===== src/rtl/m_issue_ctrl.sv =====
// M-extension issue controller: decodes RV32M ops, holds operands for the unit,
// stalls the core while busy and returns a one-cycle writeback strobe.
module m_issue_ctrl #(
  parameter int TIMEOUT_CYCLES = 64
) (
  input  logic        clk,
  input  logic        rst,
  input  logic        instr_valid,
  input  logic [31:0] instr,
  input  logic [31:0] rs1_data,
  input  logic [31:0] rs2_data,
  input  logic        flush,
  input  logic [31:0] m_result,
  input  logic        m_done,
  input  logic        m_busy,
  output logic [3:0]  mul_con,
  output logic [31:0] operand_a,
  output logic [31:0] operand_b,
  output logic        m_kill,
  output logic        stall,
  output logic        wb_valid,
  output logic [4:0]  wb_rd,
  output logic [31:0] wb_data,
  output logic        m_timeout
);

  localparam int CW = $clog2(TIMEOUT_CYCLES) + 1;
  localparam logic [CW-1:0] CNT_LAST = CW'(TIMEOUT_CYCLES - 1);

  typedef enum logic [1:0] {IDLE, BUSY, WB} state_t;

  state_t        state_q, state_d;
  logic [CW-1:0] cnt_q;
  logic [3:0]    con_q;
  logic [31:0]   opa_q, opb_q;
  logic          wbv_q;
  logic [4:0]    rd_q;
  logic [31:0]   wbd_q;
  logic          tmo_q;

  logic [2:0]    f3;
  logic          is_m;
  logic          accept;
  logic          tmo_hit;
  logic [3:0]    con_map;
  logic          unused_instr;

  assign f3     = instr[14:12];
  assign is_m   = instr_valid
                & (instr[6:0] == 7'b0110011)
                & (instr[31:25] == 7'b0000001);
  assign accept = (state_q == IDLE) & is_m & ~flush & ~m_busy;
  assign tmo_hit = (state_q == BUSY) & ~flush & ~m_done
                 & (cnt_q == CNT_LAST);
  assign unused_instr = ^instr[24:15];

  // funct3 to unit opcode
  always_comb begin
    con_map = 4'b0000;
    unique case (f3)
      3'b000: con_map = 4'b0001;
      3'b001: con_map = 4'b0010;
      3'b010: con_map = 4'b0100;
      3'b011: con_map = 4'b0011;
      3'b100: con_map = 4'b1000;
      3'b101: con_map = 4'b1001;
      3'b110: con_map = 4'b1010;
      3'b111: con_map = 4'b1011;
      default: con_map = 4'b0000;
    endcase
  end

  // state register
  always_ff @(posedge clk) begin
    if (rst) state_q <= IDLE;
    else     state_q <= state_d;
  end

  // next-state: flush beats done beats timeout
  always_comb begin
    state_d = state_q;
    unique case (state_q)
      IDLE: if (accept) state_d = BUSY;
      BUSY: begin
        if (flush)        state_d = IDLE;
        else if (m_done)  state_d = WB;
        else if (tmo_hit) state_d = IDLE;
      end
      WB:      state_d = IDLE;
      default: state_d = IDLE;
    endcase
  end

  // combinational handshake outputs
  always_comb begin
    stall  = 1'b0;
    m_kill = 1'b0;
    unique case (state_q)
      IDLE: stall = is_m & ~flush;
      BUSY: begin
        stall  = 1'b1;
        m_kill = flush | tmo_hit;
      end
      default: ;
    endcase
  end

  // operand, opcode, counter and writeback registers
  always_ff @(posedge clk) begin
    if (rst) begin
      cnt_q <= '0;
      con_q <= 4'b0000;
      opa_q <= '0;
      opb_q <= '0;
      wbv_q <= 1'b0;
      rd_q  <= '0;
      wbd_q <= '0;
      tmo_q <= 1'b0;
    end else begin
      wbv_q <= 1'b0;
      tmo_q <= 1'b0;
      if (accept) begin
        opa_q <= rs1_data;
        opb_q <= rs2_data;
        con_q <= con_map;
        rd_q  <= instr[11:7];
        cnt_q <= '0;
      end
      if (state_q == BUSY) begin
        cnt_q <= cnt_q + 1'b1;
        if (flush) begin
          con_q <= 4'b0000;
        end else if (m_done) begin
          wbd_q <= m_result;
          wbv_q <= (rd_q != 5'd0);
          con_q <= 4'b0000;
        end else if (tmo_hit) begin
          tmo_q <= 1'b1;
          con_q <= 4'b0000;
        end
      end
    end
  end

  assign mul_con   = con_q;
  assign operand_a = opa_q;
  assign operand_b = opb_q;
  assign wb_valid  = wbv_q;
  assign wb_rd     = rd_q;
  assign wb_data   = wbd_q;
  assign m_timeout = tmo_q;

endmodule

===== config.mk =====
export PLATFORM = sky130hd
export DESIGN_NAME = m_issue_ctrl
export DESIGN_NICKNAME = d
export VERILOG_FILES = /design/src/rtl/m_issue_ctrl.sv
export SDC_FILE = /design/constraint.sdc
export NUM_CORES = 1
export LEC_CHECK = 0
export CORE_ASPECT_RATIO = 1.25
export CORE_UTILIZATION = 39
export DETAILED_ROUTE_END_ITERATION = 8
export GPL_ROUTABILITY_DRIVEN = 1
export MAX_ROUTING_LAYER = met4
export PLACE_DENSITY = 0.88
export SETUP_SLACK_MARGIN = 0.3
export SYNTH_ARGS = -nofsm -noshare
export SYNTH_HDL_FRONTEND = slang
export SYNTH_SLANG_ARGS = --single-unit

===== constraint.sdc =====
create_clock -name clk -period 1.7 [get_ports clk]
set_input_delay 0.34 -clock clk [delete_from_list [all_inputs] [get_ports clk]]
set_output_delay 0.34 -clock clk [all_outputs]
set_load 0.02 [all_outputs]

==> impl_metrics.env <==
export IMPL_via_per_inst=6.444
export IMPL_dr_total_vias=6521
export IMPL_core_sq_um=11560
export IMPL_critPathCaptureType="flop"
export IMPL_grt_pass1_wl_mm=38.37
export IMPL_cts_buffers=17
export IMPL_crit_arrival_ns=2.25
export IMPL_clkLatencyLatePin_ns=0.42
export IMPL_synth_compound_area_share_pct=22.78
export IMPL_gr_total_overflow=0
export IMPL_nets=997
export IMPL_cp_start_kind="flop"
export IMPL_crit_type="reg -> reg"
export IMPL_synth_xor_area_share_pct=0
export IMPL_synth_fa_ha_area_share_pct=0.5417
export IMPL_final_area_sq_um=9852
export IMPL_die_area_sq_um=12290
export IMPL_synth_ff_latch_count=116
export IMPL_finish_utilization_pct=85.22
export IMPL_drtIter0Drc=598
export IMPL_status="finished with violations"
export IMPL_start_util_pct=39.96
export IMPL_slowest_stage="dfxtp_4"
export IMPL_root_buffer="clkbuf_16"
export IMPL_path_buf_inv=6
export IMPL_wl_per_cell_um=27.51
export IMPL_syn_inst=560
export IMPL_max_clock_path_buffers=2
export IMPL_slew_viol_final=0
export IMPL_cpLargestDelayFamily="buffers and inverters"
export IMPL_rows=44
export IMPL_seq_area_frac_synth_pct=50.27
export IMPL_ant_nets=0
export IMPL_antenna_cells=0
export IMPL_fin_crit_ns=1.975
export IMPL_tightest_slew_ns=0.6291
export IMPL_peakVddDrop_v=0.0006339
export IMPL_hp_class="in -> reg"
export IMPL_power_density_nw_per_um2=695.2
export IMPL_fin_skew_ns=0.01551
export IMPL_clock_sinks=116
export IMPL_antenna_found_initial=0
export IMPL_worstPathCellList="and4bb_2 -> buf_6 -> buf_6 -> nand3_4 -> buf_12 -> buf_12 -> buf_12 -> buf_16 -> o21ai_2 -> a21oi_2"
export IMPL_finalHoldViolCount=0
export IMPL_die_y_um=123.7
export IMPL_syn_area_per_cell_sq_um=8.249
export IMPL_fp_dieW_um=99.35
export IMPL_synth_cell_area_sq_um=4619
export IMPL_grt_pass1_vias=6785
export IMPL_fin_crit_sh_pct=116.1
export IMPL_gp_congestion=0.8350
export IMPL_rsz0062_at_grt="yes"
export IMPL_critPathRequiredTime_ns=1.98
export IMPL_grt_start_max_net_pins=45
export IMPL_wl_mm=27.84
export IMPL_slowest_delay_ns=0.37
export IMPL_violations="setup timing"
export IMPL_cp_max_fo=5
export IMPL_grt_usage_pct=43.51
export IMPL_cts_tree="yes"
export IMPL_crit_top_cell="buf_12"
export IMPL_setup_viol=114
export IMPL_placed_cell_area_sq_um=7342
export IMPL_clkSlewWorstSetupHoldPaths_ns=0.06
export IMPL_drc=0
export IMPL_syn_to_final_growth_pct=113.3
export IMPL_cap_violations=0
export IMPL_synthDistinctLibCells=34
export IMPL_muxShareOfSynthArea_pct=0.4334
export IMPL_synth_top_family_by_area="compound AO/OA/AOI/OAI gates"
export IMPL_final_layout_size_suffix_gt1_share_pct=53.20
export IMPL_hpwl_mm=11.46
export IMPL_drt_pass1_iter_count=4
export IMPL_p_leak_nw=3.832
export IMPL_fmax_ghz=0.5065
export IMPL_portBuffers=232
export IMPL_fin_ws_ns=-0.2745
export IMPL_slew_headroom_pct=58.06
export IMPL_synthSimpleGateAreaFrac_pct=20.31
export IMPL_synthesis_nets=696
export IMPL_htreeDepth=4
export IMPL_boundaryPins=243
export IMPL_ys_warnings_count=0
==> cells in the final DEF, fill, tap and decap left out, types with 4 or more instances in the layout <==
master           count
dlygate4sd2_1       10
o21ai_2             64
buf_12              15
buf_2               60
a21oi_1             61
dfxtp_1            111
buf_4               40
o211ai_1             8
clkdlybuf4s50_1    106
nand2_1              4
clkbuf_16           19
nand4_1             70
nand2_4             52
nand2_2             12
clkbuf_2            29
a21oi_2             45
clkdlybuf4s15_2     19
o21ai_4             10
buf_16              25
nand3_1              5
clkdlybuf4s15_1      4
buf_8                6
clkinv_2             4
buf_6               25
==> worst reg2reg max path, stage by stage, from the launching register on <==
cell and delay (ns):
dfxtp_4 0.37, and4bb_2 0.35, buf_6 0.12, buf_6 0.10, nand3_4 0.13, buf_12 0.18
buf_12 0.13, buf_12 0.12, buf_16 0.13, o21ai_2 0.14, a21oi_2 0.08
==> cell type report <==
cell class                      instances  area (sq um)
Multi-Input combinational cell        381          3134
Inverter                                2         7.507
Sequential cell                       116          2333
Clock buffer                           23         478.0
Fill cell                             552          1709
Clock inverter                          9         102.6
Timing Repair Buffer                  343          3623
Tap cell                              138         172.7
==> worst paths after layout <==
path	startpoint	endpoint	slack [ns]	cells after the start
worst max-delay path	state_q[1]$_SDFFE_PP0P_	operand_a[12]$_SDFFE_PP0N_	-0.27	10
worst min-delay path	rst	mul_con[2]$_SDFF_PP0_	0.42	4
worst max register to register	state_q[1]$_SDFFE_PP0P_	operand_a[12]$_SDFFE_PP0N_	-0.27	10
worst min register to register	operand_a[21]$_SDFFE_PP0N_	operand_a[21]$_SDFFE_PP0N_	0.46	2
==> per-stage QoR <==
step           setup WS, ns  std cells  power [mW]  TNS, ns  hold WS (ns)
6_report            -0.2745       1012       6.849   -13.73        0.4248
5_1_grt             -0.2716       1012       6.991   -15.27        0.4237
4_1_cts             -0.2056       1008       6.750   -1.140        0.3688
3_5_place_dp        -0.7301        911       3.204   -56.39        0.4464
3_3_place_gp        -0.7198        911       3.195   -52.24        0.4414
2_1_floorplan        0.1280        560       2.863        0        0.4760
==> what timing repair did <==
item	CTS	global route
hold buffers	0	0
pin swaps	114	46
setup endpoints to repair	224	198
hold endpoints to repair	0	0
buffers inserted	40	2
gates cloned	25	2
resized for setup	676	168
==> synth_stat cells <==
cell type    n  area [sq um]
a21boi_0     3         22.52
a21boi_1     1         7.510
a21oi_1    107         535.5
a221oi_1     1         8.760
a311oi_1     1         8.760
a31oi_1      3         18.77
and2_1       1         6.260
and3_1       2         12.51
and4b_1      2         20.02
and4bb_2     1         12.51
buf_2       20         100.1
clkbuf_1    41         153.9
dfxtp_1    116          2322
ha_1         2         25.02
inv_1        1         3.750
inv_2        1         3.750
mux2i_1      2         20.02
nand2_1     68         255.2
nand2b_1     2         12.51
nand3_1      8         40.04
nand3b_1     1         7.510
nand4_1     70         437.9
nor2_1       6         22.52
nor2b_1      3         18.77
nor3b_1      1         7.510
nor4_1       2         12.51
nor4b_2      1         15.01
o211ai_1     8         60.06
o21a_1       2         15.01
o21ai_0     75         375.4
or2_2        1         6.260
or3_1        3         18.77
or4_1        3         22.52
or4b_1       1         10.01
==> cell families after synthesis <==
| kind of cell | count (synthesis) |
|---|---|
| AO/OA/AOI/OAI | 201 |
| adder cells (fa/ha/maj) | 2 |
| multiplexers | 2 |
| AND/OR/NAND/NOR | 176 |
| flip-flops | 116 |
| buffers and inverters | 63 |
==> power by group <==
| part | total [mW] | switching, mW | internal (mW) |
|---|---|---|---|
| logic | 0.539 | 0.230 | 0.308 |
| clock network | 3.59 | 1.33 | 2.26 |
| registers | 2.72 | 0.0000132 | 2.72 |
| total | 6.85 | 1.56 | 5.29 |
==> registers in the layout, indices dropped and copies added, names as in the netlist <==
| signal | flops |
|---|---|
| cnt_q | 7 |
| mul_con | 4 |
| state_q | 2 |
| wb_data | 32 |
| operand_a | 32 |
| wb_rd | 5 |
| wb_valid | 1 |
| operand_b | 32 |
| m_timeout | 1 |
==> routing by layer <==
layer / part of all wire (%) / vias to the layer above / GRT usage (%)
li1: - / 2669 / -
met4: 7.7 / 0 / 30.42
met3: 10 / 203 / 12.74
met2: 50 / 549 / 75.52
met1: 32 / 3100 / 41.87
met5: 0 / - / -
No activity file was read; power rests on OpenSTA's default activity.
